==> config.mk <==
export PLATFORM = sky130hd
export DESIGN_NAME = puf_crp_sequencer
export DESIGN_NICKNAME = d
export VERILOG_FILES = /design/src/rtl/puf_pkg.sv /design/src/rtl/puf_vote_counter.sv /design/src/rtl/puf_crp_sequencer.sv
export SDC_FILE = /design/constraint.sdc
export NUM_CORES = 1
export LEC_CHECK = 0
export CAP_MARGIN = 10
export CORE_MARGIN = 2
export CORE_UTILIZATION = 35
export DETAILED_ROUTE_END_ITERATION = 10
export SYNTH_ARGS = -nofsm -noshare
export SYNTH_HDL_FRONTEND = slang
export SYNTH_HIERARCHICAL = 1
export SYNTH_SLANG_ARGS = --single-unit
==> constraint.sdc <==
create_clock -name clk -period 4 [get_ports clk]
set_clock_uncertainty 0.1 [all_clocks]
set_input_delay 0.6 -clock clk [delete_from_list [all_inputs] [get_ports clk]]
set_output_delay 0.6 -clock clk [all_outputs]
set_load 0.01 [all_outputs]
==> src/rtl/puf_pkg.sv <==
// puf_pkg: shared types, width defaults and helpers for the arbiter-PUF CRP sequencer.
package puf_pkg;

    localparam int CH_W_DEF   = 8;
    localparam int RESP_W_DEF = 8;
    localparam logic [7:0] LFSR_TAPS_DEF = 8'hB8;

    typedef enum logic [1:0] {
        ST_IDLE,
        ST_ARM,
        ST_FIRE,
        ST_EMIT
    } state_e;

    function automatic int clog2(input int v);
        int r;
        r = 0;
        while ((1 << r) < v) r++;
        return r;
    endfunction

endpackage

==> src/rtl/puf_vote_counter.sv <==
// puf_vote_counter: per-bit synchroniser, vote counter, majority and unanimity check.
// Unanimity logic exists only when PUF_UNSTABLE_FLAG_EN is defined.
module puf_vote_counter
    import puf_pkg::*;
#(
    parameter int VOTES = 5
) (
    input  logic clk,
    input  logic rst,
    input  logic resp_i,
    input  logic sample_i,
    input  logic clear_i,
    output logic maj_o,
    output logic unstable_o
);

    localparam int CW = clog2(VOTES + 1);

    logic          s1_q, s2_q;
    logic [CW-1:0] cnt_q;

    always_ff @(posedge clk or posedge rst) begin
        if (rst) begin
            s1_q  <= 1'b0;
            s2_q  <= 1'b0;
            cnt_q <= '0;
        end else begin
            s1_q <= resp_i;
            s2_q <= s1_q;
            if (clear_i)
                cnt_q <= '0;
            else if (sample_i && s2_q)
                cnt_q <= cnt_q + 1'b1;
        end
    end

    assign maj_o = cnt_q > CW'(VOTES / 2);

`ifdef PUF_UNSTABLE_FLAG_EN
    assign unstable_o = (cnt_q != '0) && (cnt_q != CW'(VOTES));
`else
    assign unstable_o = 1'b0;
`endif

endmodule

==> src/rtl/puf_crp_sequencer.sv <==
// puf_crp_sequencer: LFSR challenge generator, launch sequencer and majority-voted CRP emitter.
// out_unstable is driven only when PUF_UNSTABLE_FLAG_EN is defined; otherwise it reads 0.
module puf_crp_sequencer
    import puf_pkg::*;
#(
    parameter int              CH_W      = CH_W_DEF,
    parameter int              RESP_W    = RESP_W_DEF,
    parameter logic [CH_W-1:0] LFSR_TAPS = CH_W'(LFSR_TAPS_DEF),
    parameter int              VOTES     = 5,
    parameter int              SETUP     = 2,
    parameter int              HOLD      = 4
) (
    input  logic              clk,
    input  logic              rst,
    input  logic              start,
    input  logic              abort,
    input  logic [7:0]        num_crp,
    input  logic              seed_load,
    input  logic [CH_W-1:0]   seed,
    output logic              puf_launch,
    output logic [CH_W-1:0]   puf_challenge,
    input  logic [RESP_W-1:0] puf_response,
    output logic              out_valid,
    input  logic              out_ready,
    output logic [CH_W-1:0]   out_challenge,
    output logic [RESP_W-1:0] out_response,
    output logic [RESP_W-1:0] out_unstable,
    output logic              busy,
    output logic              done
);

    localparam int VW    = clog2(VOTES + 1);
    localparam int CYC_W = clog2(((SETUP > HOLD) ? SETUP : HOLD) + 1);

    state_e           state_q;
    logic [CH_W-1:0]  lfsr_q, lfsr_d;
    logic [CYC_W-1:0] cyc_q;
    logic [VW-1:0]    fires_q;
    logic [8:0]       rem_q;
    logic             handshake, fire_last, vc_sample, vc_clear;
    logic [RESP_W-1:0] maj, unst;

    assign lfsr_d    = (lfsr_q >> 1) ^ (lfsr_q[0] ? LFSR_TAPS : '0);
    assign handshake = out_valid && out_ready;
    assign fire_last = (state_q == ST_FIRE) && (cyc_q == CYC_W'(HOLD - 1));
    assign vc_sample = fire_last && !abort;
    assign vc_clear  = ((state_q == ST_IDLE) && start && !seed_load) ||
                       ((state_q == ST_EMIT) && handshake && !abort);
    assign busy      = state_q != ST_IDLE;

    for (genvar g = 0; g < RESP_W; g++) begin : g_vote
        puf_vote_counter #(.VOTES(VOTES)) u_vote (
            .clk       (clk),
            .rst       (rst),
            .resp_i    (puf_response[g]),
            .sample_i  (vc_sample),
            .clear_i   (vc_clear),
            .maj_o     (maj[g]),
            .unstable_o(unst[g])
        );
    end

    always_ff @(posedge clk or posedge rst) begin
        if (rst) begin
            state_q       <= ST_IDLE;
            lfsr_q        <= CH_W'(1);
            cyc_q         <= '0;
            fires_q       <= '0;
            rem_q         <= '0;
            puf_launch    <= 1'b0;
            puf_challenge <= '0;
            out_valid     <= 1'b0;
            out_challenge <= '0;
            out_response  <= '0;
            out_unstable  <= '0;
            done          <= 1'b0;
        end else begin
            done <= 1'b0;
            if (state_q != ST_IDLE && abort) begin
                state_q    <= ST_IDLE;
                puf_launch <= 1'b0;
                out_valid  <= 1'b0;
            end else begin
                case (state_q)
                    ST_IDLE: begin
                        if (seed_load) begin
                            lfsr_q <= (seed == '0) ? CH_W'(1) : seed;
                        end else if (start) begin
                            state_q       <= ST_ARM;
                            rem_q         <= (num_crp == 8'd0) ? 9'd256 : {1'b0, num_crp};
                            puf_challenge <= lfsr_q;
                            cyc_q         <= '0;
                            fires_q       <= '0;
                        end
                    end
                    ST_ARM: begin
                        puf_launch <= 1'b0;
                        if (cyc_q == CYC_W'(SETUP - 1)) begin
                            state_q    <= ST_FIRE;
                            cyc_q      <= '0;
                            puf_launch <= 1'b1;
                        end else begin
                            cyc_q <= cyc_q + 1'b1;
                        end
                    end
                    ST_FIRE: begin
                        if (fire_last) begin
                            puf_launch <= 1'b0;
                            cyc_q      <= '0;
                            fires_q    <= fires_q + 1'b1;
                            state_q    <= (fires_q == VW'(VOTES - 1)) ? ST_EMIT : ST_ARM;
                        end else begin
                            cyc_q <= cyc_q + 1'b1;
                        end
                    end
                    default: begin
                        // First EMIT cycle registers the vote result; valid rises the cycle after.
                        if (!out_valid) begin
                            out_valid     <= 1'b1;
                            out_challenge <= puf_challenge;
                            out_response  <= maj;
                            out_unstable  <= unst;
                        end else if (out_ready) begin
                            out_valid     <= 1'b0;
                            lfsr_q        <= lfsr_d;
                            puf_challenge <= lfsr_d;
                            rem_q         <= rem_q - 1'b1;
                            fires_q       <= '0;
                            cyc_q         <= '0;
                            state_q       <= (rem_q == 9'd1) ? ST_IDLE : ST_ARM;
                            done          <= rem_q == 9'd1;
                        end
                    end
                endcase
            end
        end
    end

endmodule

==> results.cfg <==
[global_route]
busiest_layer = met2
grt_pass1_wl_um = 17800
grt_max_degree = 52
grt_pass1_vias = 3586
antenna_found_initial = 0
grt_remaining_overflow = 0
use_met2_pct = 23.4
use_met1_pct = 18.1
grt_usage_pct = 14.2
grt_util_met3_pct = 3.27

[timing]
whs_ns = 0.252
finalHoldViolCount = 0
rsz0062_at_grt = no
fin_crit_sh_pct = 72.5
tns_ns = 0
fmax_mhz = 345
worst_pin_slew_ns = 1.24
fin_crit_ns = 2.90
setup-violations-final = 0
final_max_slew_viol_count = 0
relSlewSlack_pct = 17.6

[floorplanning]
core_area_um2 = 14000
die_w_um = 124
pin_count = 66
dieArea_um2 = 15400
start_util_pct = 36.2
num_rows = 43
die_y_um = 124

[pwr]
irDropWorstVdd_mv = 0.273
p_leak_nw = 2.80
p_per_area_nw_per_um2 = 578

[setup_path]
start_kind = flip-flop
critPathMaxFanout = 12
critical_path_class = reg -> out
cp_data_arrival_time_ns = 2.20
end_kind = output pin
required_ns = 3.30

[cells_and_area]
area_growth_pct = 22.2
drive_gt1_share_pct = 14.9
n_antenna_cell = 0
fin_nets = 590
nFillCells = 1308
seqCellArea_um2 = 2500
multi_input_area_um2 = 2300

[clocking]
ctsResizeCount = 0
clk_pin_slew_ns = 0.07
ctsHoldBuffers = 0
root_buffer = clkbuf_16
postCtsSetupBuffers = 0
cts_tree = built
cts_buffers = 9
clk_latency_ns = 0.35
htreeDepth = 3
cts.path.max_buffers = 2
clock-sinks = 100

[logic_synthesis]
yosys_warnings = 6
synth_top_area_share_pct = 49.0
synth_edf_count = 0
async_reset_ff_share_pct = 100
syn-instance-count = 472
syn_area_um2 = 5060
synth_area_leaders = dfrtp_1, ha_1, mux2_2
yosysSeqAreaShare_pct = 49.5
yosysUniqueCellTypes = 58
syn_nets = 530
synth_ff_type = dfrtp_1
avgSynthCellArea_um2 = 10.7
synth.largest_area_cell = dfrtp_1
ys_ff_latch = 100

[placed_design]
numPortBuffers = 65
finalWeightedCongestion = 0.785
hpwl_um = 7280

[route]
avgRoutedWirePerCell_um = 14.7
drc_errors = 0
wirelength_um = 10500
drtIter0Drc = 219
postRouteAntennaNets = 0
drt-vias-per-instance = 4.98
dr.pass1.iters = 4
dr_total_vias = 3573

[outcome]
outcome = complete, no violations

[worst_hold_path]
min_path_type = reg -> reg

[job]
max_cap_viol_count = 0
[where the power goes]
| part | internal, mW | switching [mW] |
|---|---|---|
| Combinational | 0.619 | 0.633 |
| Clock | 0.489 | 0.395 |
| Sequential | 1.24 | 0.199 |
[sequential cells by signal, summed over array words and instances (netlist names), 2 cells and up]
name                 count
puf_challenge            8
g_vote.u_vote/s2_q       8
rem_q                    9
state_q                  2
g_vote.u_vote/cnt_q     24
out_challenge            8
lfsr_q                   8
cyc_q                    3
fires_q                  3
out_response             8
g_vote.u_vote/s1_q       8
out_unstable             8
[cells by family after synthesis]
logic type	after synthesis	share of synthesized area, %
AO/OA/AOI/OAI	109	14.0
adder cells (fa/ha/maj)	28	6.93
flip-flops	100	49.5
AND/OR/NAND/NOR	125	14.1
other	8	0.594
multiplexers	38	9.03
buffers and inverters	61	5.39
XOR/XNOR	3	0.520
[metal layers]
metal / vias up / part of all wire [%]
met5: - / 0
met4: 0 / 1.5
met3: 11 / 3.1
met2: 59 / 48
met1: 1758 / 47
li1: 1745 / -
[placed cells by master (no fill, tap or decap), types with 2 or more instances in the layout]
master,n
dfrtp_1,99
or3_1,3
a21oi_1,43
a21bo_2,8
nand4_1,2
nand3_1,7
conb_1,8
a21o_1,9
mux2_2,28
o21ai_0,18
inv_1,39
nand3_2,8
clkinv_2,3
nand3b_1,9
o22ai_1,4
a311oi_1,8
nor2_1,28
ha_1,28
nor4_1,4
mux2_4,8
nor3_1,7
clkbuf_16,9
o31ai_1,5
clkdlybuf4s50_1,65
nor2b_1,8
xor2_1,3
and2b_1,8
a211o_1,2
nand2b_1,3
nand2_1,24
buf_4,4
[worst max-delay path, cell delays in order, from the launching register on]
cell             delay (ns)
dfrtp_1                0.50
inv_1                  0.13
ha_1                   0.36
inv_1                  0.10
buf_4                  0.20
clkdlybuf4s50_1        0.56
[cell usage after synthesis (all sizes together), types with 4 or more instances]
library cell and number:
ha 28, o21ai 18, nand3b 9, nor3 7, and2b 8, nor2 30, nand2 24, inv 40
nor4 4, a311oi 8, buf 18, conb 8, nor2b 8, a21oi 43, o22ai 4, mux2 37
o31ai 6, nand3 15, a21o 9, dfrtp 99, a21bo 8
[final cells by class]
class,instances,share of cell area (%)
Sequential cell,100,40.5
Multi-Input combinational cell,311,37.2
Timing Repair Buffer,70,11.3
Clock buffer,9,3.64
Tap cell,180,3.64
Inverter,40,2.43
Clock inverter,7,1.19
[final timing paths]
path	endpoint	depth (start not counted)	slack, ns	from
setup / recovery	busy	5	1.10	state_q[0]
hold / removal	g_vote[1].u_vote/s2_q	0	0.25	g_vote[1].u_vote/s1_q
setup reg to reg	g_vote[6].u_vote/cnt_q[2]	6	1.35	state_q[0]
hold reg to reg	g_vote[1].u_vote/s2_q	0	0.25	g_vote[1].u_vote/s1_q
max in group asynchronous	lfsr_q[0]	3	2.42	rst
min in group asynchronous	g_vote[0].u_vote/cnt_q[2]	2	0.69	rst
[per-stage QoR]
stage / instance area (µm²) / utilization (%) / worst slack [ns] / cells / power, mW
after floorplan: 5060 / - / 0.749 / 472 / 2.20
after global placement: 5880 / 42.0 / 0.920 / 701 / 2.68
after detailed placement: 5880 / 42.0 / 0.856 / 701 / 2.71
after CTS: 6180 / 44.2 / 1.10 / 717 / 3.62
after global routing: 6180 / 44.2 / 0.956 / 717 / 3.82
final: 6180 / 44.2 / 1.10 / 717 / 3.57
Note: power is estimated with default switching activity, not from simulation.
